**src/rtl/psum_accumulator.sv**
```systemverilog
// Partial-sum accumulation stage: merges MAC beats with stored partial sums (saturating, 8 lanes)
// and sequences the output buffer's pointer reset, read strobe and write strobe.
module psum_accumulator #(
  parameter int unsigned MAC_OUTPUT_WIDTH = 36,
  parameter int unsigned ADD_DELAY        = 3
) (
  input  logic                          system_clk,
  input  logic                          rst_n,
  input  logic                          pass_start,
  input  logic                          pass_first,
  input  logic [14:0]                   pass_len,
  input  logic [8*MAC_OUTPUT_WIDTH-1:0] mac_data,
  input  logic                          mac_valid,
  output logic                          refresh_req,
  output logic                          adder_pulse,
  input  logic [8*MAC_OUTPUT_WIDTH-1:0] adder_feature,
  output logic [8*MAC_OUTPUT_WIDTH-1:0] feature_in,
  output logic                          feature_valid,
  output logic                          busy,
  output logic                          pass_done,
  output logic                          sat_flag
);

  localparam int unsigned W  = MAC_OUTPUT_WIDTH;
  localparam int unsigned BW = 8 * W;
  localparam logic [W-1:0] MaxVal = {1'b0, {(W-1){1'b1}}};
  localparam logic [W-1:0] MinVal = {1'b1, {(W-1){1'b0}}};

  typedef enum logic [1:0] {StIdle, StClear, StAccum, StDrain} state_e;

  state_e state_q, state_d;

  logic                          first_q;
  logic [14:0]                   len_q, cnt_q;
  logic                          start, accept, last_beat, pipe_empty;
  logic [ADD_DELAY-1:0]          vld_q, vld_d;
  logic [ADD_DELAY-1:0][BW-1:0]  dat_q, dat_d;
  logic [BW-1:0]                 sum;
  logic                          clamp;
  logic [W-1:0]                  lane_a, lane_b;
  logic [W:0]                    lane_s;

  assign start      = (state_q == StIdle) && pass_start;
  assign last_beat  = (cnt_q + 15'd1) == len_q;
  // A pass is finished only once the final registered write has left feature_in.
  assign pipe_empty = (vld_q == '0) && !feature_valid;

  always_ff @(posedge system_clk or negedge rst_n) begin
    if (!rst_n) state_q <= StIdle;
    else        state_q <= state_d;
  end

  always_comb begin
    state_d = state_q;
    unique case (state_q)
      StIdle:  if (pass_start) state_d = StClear;
      StClear: state_d = (len_q == '0) ? StDrain : StAccum;
      StAccum: if (mac_valid && last_beat) state_d = StDrain;
      StDrain: if (pipe_empty) state_d = StIdle;
      default: state_d = StIdle;
    endcase
  end

  always_comb begin
    refresh_req = (state_q == StClear);
    busy        = (state_q != StIdle);
    accept      = (state_q == StAccum) && mac_valid;
    adder_pulse = accept && !first_q;
    pass_done   = (state_q == StDrain) && pipe_empty;
  end

  always_ff @(posedge system_clk or negedge rst_n) begin
    if (!rst_n) begin
      first_q <= 1'b0;
      len_q   <= '0;
      cnt_q   <= '0;
    end else if (start) begin
      first_q <= pass_first;
      len_q   <= pass_len;
      cnt_q   <= '0;
    end else if (accept) begin
      cnt_q   <= cnt_q + 15'd1;
    end
  end

  // Delay line matches the buffer read latency so the stored sum lines up with its beat.
  always_comb begin
    vld_d    = '0;
    dat_d    = '0;
    vld_d[0] = accept;
    dat_d[0] = mac_data;
    for (int unsigned i = 1; i < ADD_DELAY; i++) begin
      vld_d[i] = vld_q[i-1];
      dat_d[i] = dat_q[i-1];
    end
  end

  always_comb begin
    sum    = '0;
    clamp  = 1'b0;
    lane_a = '0;
    lane_b = '0;
    lane_s = '0;
    for (int unsigned k = 0; k < 8; k++) begin
      lane_a = dat_q[ADD_DELAY-1][k*W +: W];
      lane_b = first_q ? '0 : adder_feature[k*W +: W];
      lane_s = {lane_a[W-1], lane_a} + {lane_b[W-1], lane_b};
      // Top two bits disagree only when the W-bit signed result overflowed.
      if (lane_s[W] != lane_s[W-1]) begin
        clamp            = 1'b1;
        sum[k*W +: W]    = lane_s[W] ? MinVal : MaxVal;
      end else begin
        sum[k*W +: W]    = lane_s[W-1:0];
      end
    end
  end

  always_ff @(posedge system_clk or negedge rst_n) begin
    if (!rst_n) begin
      vld_q         <= '0;
      dat_q         <= '0;
      feature_in    <= '0;
      feature_valid <= 1'b0;
      sat_flag      <= 1'b0;
    end else begin
      vld_q         <= vld_d;
      dat_q         <= dat_d;
      feature_valid <= vld_q[ADD_DELAY-1];
      if (vld_q[ADD_DELAY-1]) feature_in <= sum;
      if (start)                                 sat_flag <= 1'b0;
      else if (vld_q[ADD_DELAY-1] && clamp)      sat_flag <= 1'b1;
    end
  end

endmodule

```
**config.mk**
```make
export PLATFORM = sky130hd
export DESIGN_NAME = psum_accumulator
export DESIGN_NICKNAME = d
export VERILOG_FILES = /design/src/rtl/psum_accumulator.sv
export SDC_FILE = /design/constraint.sdc
export NUM_CORES = 2
export LEC_CHECK = 0
export ABC_CLOCK_PERIOD_IN_PS = 4400
export CAP_MARGIN = 5
export CORE_MARGIN = 4
export CORE_UTILIZATION = 40
export DETAILED_ROUTE_END_ITERATION = 8
export PLACE_DENSITY = 0.65
export SLEW_MARGIN = 0
export SYNTH_ARGS = -nofsm -noshare
export SYNTH_HDL_FRONTEND = slang
export SYNTH_SLANG_ARGS = --single-unit
```
**constraint.sdc**
```tcl
create_clock -name system_clk -period 4.4 [get_ports system_clk]
set_clock_uncertainty 0.05 [all_clocks]
set_input_delay 0.88 -clock system_clk [delete_from_list [all_inputs] [get_ports system_clk]]
set_output_delay 0.88 -clock system_clk [all_outputs]
set_load 0.005 [all_outputs]
```
# == Word level (Yosys, flattened, before mapping) ==
# Index checks and enable logic that the tools add are counted.
# word_totals
ff_bits,1190
latch_bits,0
mem_bits_rw,0
mem_bits_ro,0
input_bits,596
out_inout_bits,294
wordCells,92
n_memories,0
# op_classes
n_addsub,9
multipliers,0
n_div,0
magnitude_cmp,0
n_eq_ne,15
n_shift,0
muxes,41
n_bitwise,0
n_reduce_logical,16
# ops
cell,n
2-to-1 mux 36 bit,24
adder 36 x 36 -> 37 bit,8
2-to-1 mux 15 bit,2
"adder 15 x 1 -> 15 bit, second input constant",1
== test 15 bit,1
logical NOT 15 bit,1
2-to-1 mux 1 bit,11
!= test 1 bit,8
one-hot mux 2 bit (4 select lines),1
logical AND 1 bit,7
2-to-1 mux 2 bit,3
"!= test 2 bit, second input constant",3
nonzero test 2 bit,3
"== test 2 bit, second input constant",2
logical NOT 3 bit,1
AND reduction 3 bit,1
"== test 2 x 1 -> 1 bit, second input constant",1
logical NOT 1 bit,2
logical NOT 2 bit,1

# == Logic depth before layout (Yosys ltp) ==
# depth
word_depth,14
ltp_mapped,18
ltp_nobuf,14

# == Worst setup path before layout ==
# OpenSTA, ideal clock, no wires.
# synth_timing
kind,register -> register
startpoint,register first_q
endpoint,register feature_in[43]
setup_ns,0.133
arrival_ns,3.746
t_required_ns,4.217
slack_ns,0.471
path_stages_with_launch,19
path_buffers,6
synth_period_minus_slack_ns,3.929
path_cell_list,dfrtp_1 clkbuf_1 clkbuf_1 clkbuf_1 nor2b_1 ha_1 clkbuf_1 a21oi_1 o21ai_1 a311oi_1 o21a_1 a21o_1 a311oi_1 or2_2 clkbuf_1 mux2_2 buf_2 o211ai_1 o21ai_0
# synth_via
elab_chain_cells,4
word_cells_on_any_way,5
cone_classes,add/sub (1); eq/ne (1); mux (3)
# synth_rtl
item,line_no,source
"start, declared",33,logic first_q;
"start signal, assigned",78,first_q <= pass_first;
2-to-1 mux 36 bit (*),106,lane_b = first_q ? '0 : adder_feature[k*W +: W];
adder 36 x 36 -> 37 bit (*),107,"lane_s = {lane_a[W-1], lane_a} + {lane_b[W-1], lane_b};"
2-to-1 mux 36 bit / != test 1 bit (equally long branches),"111, 109",
2-to-1 mux 36 bit (*),109,if (lane_s[W] != lane_s[W-1]) begin
"end signal, assigned",129,if (vld_q[ADD_DELAY-1]) feature_in <= sum;
"end, declared",17,"output logic [8*MAC_OUTPUT_WIDTH-1:0] feature_in,"
# Every way passes the cells marked *; elsewhere a longest branch is shown, timed or not.
# A chain may end at the register's enable or synchronous reset.

# == Worst setup path in the final report ==
# layout_timing
startpoint,register first_q
endpoint,register feature_in[253]
# The elaborated chain is that of the path after synthesis.

==> flow_metrics.env <==
export IMPL_n_fill_cell=11330
export IMPL_drv_cap=0
export IMPL_core_area_um2=131600
export IMPL_ys_types=94
export IMPL_endpoint_kind="register"
export IMPL_met3_usage_pct=8.967
export IMPL_die_y_um=372.1
export IMPL_hpwl_um=140100
export IMPL_wirelength_um=179000
export IMPL_ys_ff_latch=1190
export IMPL_gp_congestion=0.9444
export IMPL_p_leak_nw=32.53
export IMPL_yosysSeqAreaShare_pct=56.16
export IMPL_cp_max_fo=33
export IMPL_pre_cts_ws_ns=-0.3603
export IMPL_critPathArrivalTime_ns=4.83
export IMPL_outcome="complete, no violations"
export IMPL_final_cells=7996
export IMPL_whs_ns=0.01845
export IMPL_timing_final_ws_setup_ns=0.1573
export IMPL_synth_area_leaders="dfrtp_1 56%, ha_1 6.9%, nor2b_1 3.6%"
export IMPL_cts_buffers=130
export IMPL_reg2reg_depth=16
export IMPL_max_vdd_ir_drop_v=0.0003852
export IMPL_synthesis_nets=5655
export IMPL_yosys_warnings=0
export IMPL_clockBufferDepth=3
export IMPL_path_delay_family="compound AO/OA/AOI/OAI gates"
export IMPL_cts_sinks=1190
export IMPL_design_area_um2=72320
export IMPL_synth_edf_count=0
export IMPL_numPortBuffers=889
export IMPL_hp_class="in -> async"
export IMPL_netlist_area_leader_share_pct=56.16
export IMPL_cpMaxStageDelayCell="dfrtp_4"
export IMPL_worstPathRequired_ns=4.99
export IMPL_antenna_left=0
export IMPL_syn_area_per_cell_um2=11.15
export IMPL_grt_total_usage_pct=25.38
export IMPL_p_total_mw=44.56
export IMPL_utilization_pct=54.94
export IMPL_grt_pass1_vias=42350
export IMPL_dpl_cell_count=7744
export IMPL_setup_viol=0
export IMPL_crit_path_cell_trace="buf_4 -> buf_12 -> buf_4 -> nor2b_1 -> ha_1 -> nand4_1 -> nor3_1 -> a2111o_1 -> or3_4 -> o2111ai_2 -> nand2_2 -> a2111oi_4 -> mux2i_2 -> and2_4 -> buf_12 -> a22o_2"
export IMPL_cts_tree="done"
export IMPL_via_count=41600
export IMPL_hold_viol=0
export IMPL_viasPerCell=5.202
export IMPL_antenna_found_initial=58
export IMPL_finalCriticalPeriod_ns=4.243
export IMPL_num_rows=133
export IMPL_fmax_mhz=235.7
export IMPL_grt_pass1_wl_um=261800
export IMPL_overflow=0
export IMPL_synth_flop_cell="dfrtp_1"
export IMPL_hold_buffers=0
export IMPL_reg2reg_to="feature_in[253]"
export IMPL_fp_dieW_um=372.1
export IMPL_final_layout_size_suffix_gt1_share_pct=13.49
export IMPL_drt_wirelength_per_cell_um=22.38
export IMPL_syn2layout_area_growth_pct=36.40
export IMPL_num_nets_final=7022
export IMPL_clockRootBuffer="clkbuf_16"
export IMPL_clock_latency_ns=0.76
export IMPL_start_kind="register"
export IMPL_critPathKind="reg -> reg"
export IMPL_setup_tns_ns=0
export IMPL_rsz0062_at_grt="false"
export IMPL_reg2reg_from="first_q"
export IMPL_final_max_slew_violation_count=0
export IMPL_drt_iter0_markers=2892
export IMPL_synth_async_sr_flop_share_pct=100.0
export IMPL_cts_clk_slew_worst_paths_ns=0.06
export IMPL_io_pins=890
export IMPL_max_stage_delay_ns=0.56
export IMPL_grt_max_degree=105
export IMPL_relSlewSlack_pct=37.20
export IMPL_yosysTopAreaCell="dfrtp_1"
export IMPL_yosysMostFrequentCell="dfrtp_1"
export IMPL_die_area_um2=138400
export IMPL_r2r_slack_ns=0.16
export IMPL_syn_inst=4757
export IMPL_use_met1_pct=31.36
export IMPL_firstDrtPassIters=7
export IMPL_ys_top_cells_by_count="1,190 x dfrtp_1, 333 x a21oi_1, 323 x o21ai_0"
export IMPL_power_density_nw_per_um2=616.2
export IMPL_drc=0
export IMPL_crit_start="first_q"
export IMPL_start_util_pct=40.28
export IMPL_critPathBufInv=4
export IMPL_busiest_layer="met2"
export IMPL_post_route_period_util_pct=96.43
export IMPL_place_area_um2=67800
export IMPL_synth_area_um2=53020
export IMPL_worst_pin_slew_ns=0.9299
export IMPL_grt_use_met2_pct=40.09
export IMPL_cts_htree_levels=4
[metal layers]
| metal | share of wire, % | wire length (um) |
|---|---|---|
| met1 | 40 | 72350 |
| met2 | 46 | 82130 |
| met3 | 9.1 | 16310 |
| met4 | 4.4 | 7811 |
| met5 | 0.20 | 364 |
[cell families (layout without fill, tap and decap cells)]
kind of cell | Yosys count | in the layout | share of synthesized area (%)
compound gates | 1390 | 1390 | 17.13
flops | 1190 | 1190 | 56.16
simple gates | 1155 | 1155 | 11.35
buf+inv | 435 | 1896 | 3.247
fa+ha+maj | 302 | 302 | 7.240
xor+xnor | 244 | 244 | 4.030
mux | 41 | 41 | 0.8448
other cells | 0 | 23 | 0
[worst register-to-register path: stages, from the launching register on]
cell and delay, ns:
dfrtp_4 0.56, buf_4 0.19, buf_12 0.15, buf_4 0.19, nor2b_1 0.21, ha_1 0.35, nand4_1 0.17, nor3_1 0.08
a2111o_1 0.41, or3_4 0.34, o2111ai_2 0.23, nand2_2 0.11, a2111oi_4 0.37, mux2i_2 0.12, and2_4 0.18, buf_12 0.16
a22o_2 0.26
[power by group]
part | total (mW) | switching (mW) | internal, mW
clock network | 11.1 | 4.57 | 6.56
logic | 19.2 | 9.95 | 9.27
registers | 14.2 | 1.44 | 12.8
[cell usage in the layout, fill, tap and decap left out, drive strengths merged, types with 13 or more instances in the layout]
| master | n |
|---|---|
| o2bb2ai | 56 |
| o31ai | 13 |
| nor3 | 61 |
| nand4 | 32 |
| clkbuf | 174 |
| o211ai | 155 |
| a211oi | 40 |
| and3 | 28 |
| dfrtp | 1190 |
| nand3 | 73 |
| ha | 294 |
| buf | 531 |
| inv | 261 |
| diode | 23 |
| a31oi | 42 |
| or2 | 16 |
| o21ai | 338 |
| and2 | 23 |
| clkinv | 21 |
| clkdlybuf4s50 | 888 |
| nand2b | 57 |
| mux2i | 17 |
| a21boi | 22 |
| nor4 | 25 |
| o21bai | 35 |
| mux2 | 24 |
| a21o | 149 |
| xnor2 | 143 |
| xor2 | 101 |
| nor2 | 245 |
| o21a | 58 |
| a22o | 33 |
| nand2 | 218 |
| nor2b | 308 |
| or3 | 26 |
| a21oi | 337 |
[timing repair]
action                                  CTS  global route
gates resized for setup                   0            21
buffers inserted                          0             3
endpoints found under the hold margin     0             0
endpoints found under the setup margin    0           203
[state kept, by name (all words and copies together), names as in the netlist]
name / cells
sat_flag: 1
first_q: 1
len_q: 15
cnt_q: 15
feature_in: 288
dat_d: 576
feature_valid: 1
dat_q: 288
vld_q: 3
state_q: 2
[layout make-up]
class / instances / area [um^2] / share of cell area (%)
clock inverters: 52 / 671.9 / 0.9290
flip-flops and latches: 1190 / 29790 / 41.19
repair buffers: 1419 / 13320 / 18.41
diodes: 23 / 57.56 / 0.07958
clock buffers: 174 / 3682 / 5.092
multi-input cells: 3132 / 21660 / 29.95
inverters: 251 / 947.2 / 1.310
well taps: 1755 / 2196 / 3.036
[how the worst max path moves through the flow]
stage | cells past startpoint | to
finish | 16 | feature_in[253]
global route | 15 | feature_in[177]
CTS | 15 | feature_in[15]
detailed placement | 18 | feature_in[164]
global placement | 15 | sat_flag
floorplan | 18 | feature_in[43]
Note: power is estimated with default switching activity, not from simulation.
